## config.mk

```make
export PLATFORM = sky130hd
export DESIGN_NAME = pattern_gen
export DESIGN_NICKNAME = d
export VERILOG_FILES = /design/src/rtl/pattern_gen.sv
export SDC_FILE = /design/constraint.sdc
export NUM_CORES = 1
export LEC_CHECK = 0
export CAP_MARGIN = 20
export CELL_PAD_IN_SITES_DETAIL_PLACEMENT = 1
export CELL_PAD_IN_SITES_GLOBAL_PLACEMENT = 1
export CORE_ASPECT_RATIO = 0.7
export CORE_MARGIN = 2
export CORE_UTILIZATION = 45
export DETAILED_ROUTE_END_ITERATION = 8
export GPL_TIMING_DRIVEN = 0
export PLACE_DENSITY_LB_ADDON = 0.3
export SETUP_SLACK_MARGIN = 0.1
export SLEW_MARGIN = 30
export SYNTH_ARGS = -nofsm -noshare
export SYNTH_HDL_FRONTEND = slang
export SYNTH_SLANG_ARGS = --single-unit
```

## constraint.sdc

```tcl
create_clock -name DCLK -period 3.5 [get_ports DCLK]
set_clock_uncertainty 0.15 [all_clocks]
set_input_delay 0.525 -clock DCLK [delete_from_list [all_inputs] [get_ports DCLK]]
set_output_delay 0.525 -clock DCLK [all_outputs]
set_load 0.1 [all_outputs]
```

## src/rtl/pattern_gen.sv

```systemverilog
// Display test-pattern generator: delays sync/DE by one dot clock and paints
// colour bars, checkerboard, grey ramp or a moving box, latched per frame.
module pattern_gen #(
    parameter int unsigned BOX   = 64,
    parameter int unsigned HSTEP = 4,
    parameter int unsigned VSTEP = 2
) (
    input  logic       DCLK,
    input  logic       DRST,
    input  logic [1:0] RESOL,
    input  logic [1:0] PATSEL,
    input  logic       HSYNC_X_IN,
    input  logic       VSYNC_X_IN,
    input  logic       PRE_DE,
    output logic       DSP_HSYNC_X,
    output logic       DSP_VSYNC_X,
    output logic       DSP_DE,
    output logic [7:0] DSP_R,
    output logic [7:0] DSP_G,
    output logic [7:0] DSP_B
);

    localparam logic [10:0] BoxW  = 11'(BOX);
    localparam logic [10:0] HStep = 11'(HSTEP);
    localparam logic [10:0] VStep = 11'(VSTEP);

    function automatic logic [10:0] hdo_of(input logic [1:0] r);
        logic [10:0] v;
        case (r)
            2'b00:   v = 11'd640;
            2'b01:   v = 11'd800;
            2'b10:   v = 11'd1024;
            default: v = 11'd1280;
        endcase
        return v;
    endfunction

    function automatic logic [10:0] vdo_of(input logic [1:0] r);
        logic [10:0] v;
        case (r)
            2'b00:   v = 11'd480;
            2'b01:   v = 11'd600;
            2'b10:   v = 11'd768;
            default: v = 11'd1024;
        endcase
        return v;
    endfunction

    function automatic logic [7:0] barw_of(input logic [1:0] r);
        logic [7:0] v;
        case (r)
            2'b00:   v = 8'd80;
            2'b01:   v = 8'd100;
            2'b10:   v = 8'd128;
            default: v = 8'd160;
        endcase
        return v;
    endfunction

    function automatic logic [23:0] bar_rgb(input logic [2:0] idx);
        logic [23:0] v;
        case (idx)
            3'd0:    v = 24'hFFFFFF;
            3'd1:    v = 24'hFFFF00;
            3'd2:    v = 24'h00FFFF;
            3'd3:    v = 24'h00FF00;
            3'd4:    v = 24'hFF00FF;
            3'd5:    v = 24'hFF0000;
            3'd6:    v = 24'h0000FF;
            default: v = 24'h000000;
        endcase
        return v;
    endfunction

    logic        vs_q;
    logic        de_q;
    logic        hs_q;
    logic [1:0]  pat_q;
    logic [1:0]  res_q;
    logic [10:0] xcnt_q, xcnt_d;
    logic [10:0] ycnt_q, ycnt_d;
    logic [10:0] bx_q, bx_d;
    logic [10:0] by_q, by_d;
    logic [7:0]  bar_cnt_q, bar_cnt_d;
    logic [2:0]  bar_idx_q, bar_idx_d;
    logic [23:0] rgb_q, pix;
    logic        fs;
    logic        in_box;

    assign fs = vs_q & ~VSYNC_X_IN;

    // Counters: x and bar tracking reset during blanking, y steps at end of line.
    always_comb begin
        xcnt_d    = PRE_DE ? xcnt_q + 11'd1 : 11'd0;
        bar_cnt_d = 8'd0;
        bar_idx_d = 3'd0;
        if (PRE_DE) begin
            if (bar_cnt_q == barw_of(res_q) - 8'd1) begin
                bar_cnt_d = 8'd0;
                bar_idx_d = bar_idx_q + 3'd1;
            end else begin
                bar_cnt_d = bar_cnt_q + 8'd1;
                bar_idx_d = bar_idx_q;
            end
        end
        ycnt_d = ycnt_q;
        if (fs) begin
            ycnt_d = 11'd0;
        end else if (de_q && !PRE_DE) begin
            ycnt_d = ycnt_q + 11'd1;
        end
    end

    // Box advances at frame start against the resolution being latched now.
    always_comb begin
        bx_d = bx_q;
        by_d = by_q;
        if (fs) begin
            bx_d = (bx_q + HStep > hdo_of(RESOL) - BoxW) ? 11'd0 : bx_q + HStep;
            by_d = (by_q + VStep > vdo_of(RESOL) - BoxW) ? 11'd0 : by_q + VStep;
        end
    end

    always_comb begin
        in_box = (xcnt_q >= bx_q) && (xcnt_q < bx_q + BoxW) &&
                 (ycnt_q >= by_q) && (ycnt_q < by_q + BoxW);
        pix = 24'h000000;
        if (PRE_DE) begin
            unique case (pat_q)
                2'b00: pix = bar_rgb(bar_idx_q);
                2'b01: pix = (xcnt_q[5] ^ ycnt_q[5]) ? 24'h000000 : 24'hFFFFFF;
                2'b10: pix = {xcnt_q[7:0], xcnt_q[7:0], xcnt_q[7:0]};
                2'b11: pix = in_box ? 24'hFFFFFF : 24'h0000FF;
            endcase
        end
    end

    always_ff @(posedge DCLK) begin
        if (DRST) begin
            vs_q      <= 1'b1;
            hs_q      <= 1'b1;
            de_q      <= 1'b0;
            rgb_q     <= 24'h000000;
            pat_q     <= 2'b00;
            res_q     <= 2'b00;
            xcnt_q    <= 11'd0;
            ycnt_q    <= 11'd0;
            bx_q      <= 11'd0;
            by_q      <= 11'd0;
            bar_cnt_q <= 8'd0;
            bar_idx_q <= 3'd0;
        end else begin
            vs_q      <= VSYNC_X_IN;
            hs_q      <= HSYNC_X_IN;
            de_q      <= PRE_DE;
            rgb_q     <= pix;
            if (fs) begin
                pat_q <= PATSEL;
                res_q <= RESOL;
            end
            xcnt_q    <= xcnt_d;
            ycnt_q    <= ycnt_d;
            bx_q      <= bx_d;
            by_q      <= by_d;
            bar_cnt_q <= bar_cnt_d;
            bar_idx_q <= bar_idx_d;
        end
    end

    // The VSYNC history register doubles as the delayed output.
    assign DSP_HSYNC_X = hs_q;
    assign DSP_VSYNC_X = vs_q;
    assign DSP_DE      = de_q;
    assign DSP_R       = rgb_q[23:16];
    assign DSP_G       = rgb_q[15:8];
    assign DSP_B       = rgb_q[7:0];

endmodule

```

==> reports/metrics.cfg <==
[run_status]
outcome = complete, no violations

[floorplan]
core.rowCount = 31
initial_core_util = 0.465
die-area_um2 = 11600
core_um2 = 10400
io_pins = 36
floorplan.die.height_um = 90.7
die-width_um = 128

[worst_setup_path]
worst-endpoint-arrival_ps = 3210
element_type_at_the_critical_path_end = flop
worstPathCellList = ha_1 > and3_1 > buf_6 > nand2_1 > nor3_1 > xnor2_1 > inv_1 > ha_1 > a21oi_1 > nand2_1 > a311oi_4 > o21ai_2 > o221ai_1
path_class = flop to flop
worst_setup_path_start_kind = flop
max_stage_delay_ps = 410
critical-path-slowest-cell = sky130_fd_sc_hd__dfxtp_1
worst_r2r_setup_slack_ps = 390
crit_fanout = 6
reg2reg_from = bx_q[2]
terminus_of_the_critical_flop_to_flop_path = bx_q[6]
cp.required_ps = 3600
rr_worst_depth = 13

[clocking]
clk-insertion-delay-late_ps = 340
cts.htree.levels = 3
worst_setup_hold_path_clk_slew_ps = 60
cts_resized = 0
cts.hold.buffers_added = 0
cts_root_buffer = sky130_fd_sc_hd__clkbuf_16
cts_tree = built
cts_buffer_depth = 2
cts_made_buffers = 9
post_cts_buffers = 0
cts.sink_count = 83

[yosys]
syn-num-nets = 639
synth_seq_cells = 83
primary_ff_master_synth = sky130_fd_sc_hd__dfxtp_1
synth_largest_type_area_fraction = 0.344
synth.yosys.warnings = 0
yosys.cell_count.top_type = sky130_fd_sc_hd__dfxtp_1
yosysTopAreaCell = sky130_fd_sc_hd__dfxtp_1
synth-edff-count = 0
synth_area_leaders = sky130_fd_sc_hd__dfxtp_1, sky130_fd_sc_hd__ha_1, sky130_fd_sc_hd__xnor2_1
synth-seq-area-share = 0.344
synth_top_cells_by_count = sky130_fd_sc_hd__dfxtp_1, sky130_fd_sc_hd__ha_1, sky130_fd_sc_hd__nor2_1
post_synth_instance_area_um2 = 4840
synthDistinctLibCells = 53
ys_async_sr_fraction = 0
avgSynthCellArea_um2 = 8.54
synthCells = 566

[place]
portBuffers = 35
place.detailed.hpwl_mm = 9.98
postPlaceCellArea_um2 = 5350
gpl.final_weighted_congestion = 0.817
dp_slack_ps = 265

[global_routing]
first_pass_grt_wire_length_mm = 21.9
antenna_found_initial = 0
grt_max_degree = 14
first_global_vias = 4308
track_usage = 0.235
global_route.overflow_total = 0

[hold_path]
min_delay_worst_endpoint = bar_cnt_q[0]
worst_hold_stages = 1
hold_start = bar_cnt_q[0]
worst_hold_path_type = flop to flop

[timing]
min_period_over_period = 0.888
fin_worst_hold_slack_ps = 312
setup_viol = 0
clock.fmax_ghz = 0.322
slew_viol_final = 0
final_worst_path_period_need_ps = 3110
worstMarginPinSlew_ps = 998
worst_slew_margin_relative_to_its_limit = 0.332
worst_slack_ps = 391
final.setup.tns_ps = 0
rsz_0062_raised_after_global_routing = no
final_hold_viol_count = 0

[layout]
post_route_cells_drive_above_1_share = 0.0470
antenna-diode-count = 0
synthToLayoutAreaGrowth_pct = 16.7
layout.nets = 685
multi_input_comb_area_um2 = 2920
finish.instance_area_um2 = 5640
utilization = 0.543
sequential_cell_area_um2 = 1660
fillerInstances = 1217

[routing]
via_count = 4148
final_wirelength_mm = 12.8
post_drt_via_cell_ratio = 5.54
drt_pass1_iterations = 4
postRouteAntennaNets = 0
wl_per_cell_um = 17.1
drt_iter0_markers = 186
drc_errors = 0

[pwr]
leakagePower_uw = 0.00228
power_per_cell_area_nw_per_um2 = 406
irDropWorstVdd_v = 0.000253

[flow_run]
cap_viol_max_count = 0

[area by class of cell]
type,instances,share of cell area
Clock buffer,11,0.0412
Multi-Input combinational cell,416,0.517
Sequential cell,83,0.294
Inverter,47,0.0313
Timing Repair Buffer,35,0.0621
Buffer,20,0.0155
Clock inverter,5,0.00953
Tap cell,132,0.0293
[routing by layer]
metal / vias to the layer above / GRT usage / routed length (um)
met3: 14 / 0.0515 / 479
met2: 52 / 0.378 / 5800
met5: - / 0 / 0
met1: 2023 / 0.322 / 6420
li1: 2059 / - / -
met4: 0 / 0.0549 / 135
[cells in the final DEF, fill, tap and decap left out, types with 3 or more instances in the layout]
cell,n
sky130_fd_sc_hd__buf_1,4
sky130_fd_sc_hd__nor2b_1,11
sky130_fd_sc_hd__clkbuf_16,9
sky130_fd_sc_hd__a21oi_1,33
sky130_fd_sc_hd__clkdlybuf4s50_1,35
sky130_fd_sc_hd__o211ai_1,11
sky130_fd_sc_hd__nor2_1,60
sky130_fd_sc_hd__inv_1,47
sky130_fd_sc_hd__and3_1,11
sky130_fd_sc_hd__clkinv_2,3
sky130_fd_sc_hd__a21o_1,4
sky130_fd_sc_hd__xnor2_1,28
sky130_fd_sc_hd__nand2b_1,4
sky130_fd_sc_hd__ha_1,64
sky130_fd_sc_hd__nand2_1,26
sky130_fd_sc_hd__or2_2,3
sky130_fd_sc_hd__and4_1,4
sky130_fd_sc_hd__a211oi_1,4
sky130_fd_sc_hd__o21ai_0,33
sky130_fd_sc_hd__o22ai_1,8
sky130_fd_sc_hd__nand3_1,27
sky130_fd_sc_hd__clkbuf_1,15
sky130_fd_sc_hd__nand4_1,8
sky130_fd_sc_hd__dfxtp_1,83
sky130_fd_sc_hd__o21a_1,3
sky130_fd_sc_hd__nor3_1,17
sky130_fd_sc_hd__xor2_1,20
[report_power, final]
group / switching [uW] / internal, uW / total, uW
combinational: 272 / 94.6 / 366
sequential: 19.5 / 976 / 996
clock: 376 / 551 / 927
[registers in the layout, indices dropped and copies added, names as in the netlist]
register / flops
DSP_DE: 1
DSP_HSYNC_X: 1
DSP_VSYNC_X: 1
bar_cnt_q: 8
bar_idx_q: 3
bx_q: 9
by_q: 10
pat_q: 2
res_q: 2
rgb_q: 24
xcnt_q: 11
ycnt_q: 11
[logic make-up after synthesis]
logic type / share of synthesized area
AOI/OAI and AO/OA: 0.156
xor gates and xnor gates: 0.0903
buffers and inverters: 0.0546
and+or+nand+nor: 0.186
muxes: 0.00414
DFF: 0.344
adders and majority gates: 0.166
[per-stage QoR]
step                power, uW  std cells
floorplan                1280        566
global placement         1370        733
detailed placement       1380        733
CTS                      2310        749
global route             2380        749
finish                   2290        749
[worst max path at each step]
stage	endpoint	startpoint	cells after the start
after floorplan	bx_q[4]	bx_q[2]	13
after global placement	by_q[2]	RESOL[0]	10
after detailed placement	by_q[8]	RESOL[0]	10
after CTS	bx_q[6]	bx_q[2]	13
after global routing	bx_q[6]	bx_q[2]	13
final	bx_q[6]	bx_q[2]	13
[critical path, delay by kind of cell (launching register included)]
kind | cells | cell delay, ps
xor+xnor | 1 | 170
flops | 1 | 410
buf+inv | 2 | 190
compound gates | 4 | 940
fa+ha+maj | 2 | 570
simple gates | 4 | 610
No activity file was read; power rests on OpenSTA's default activity.
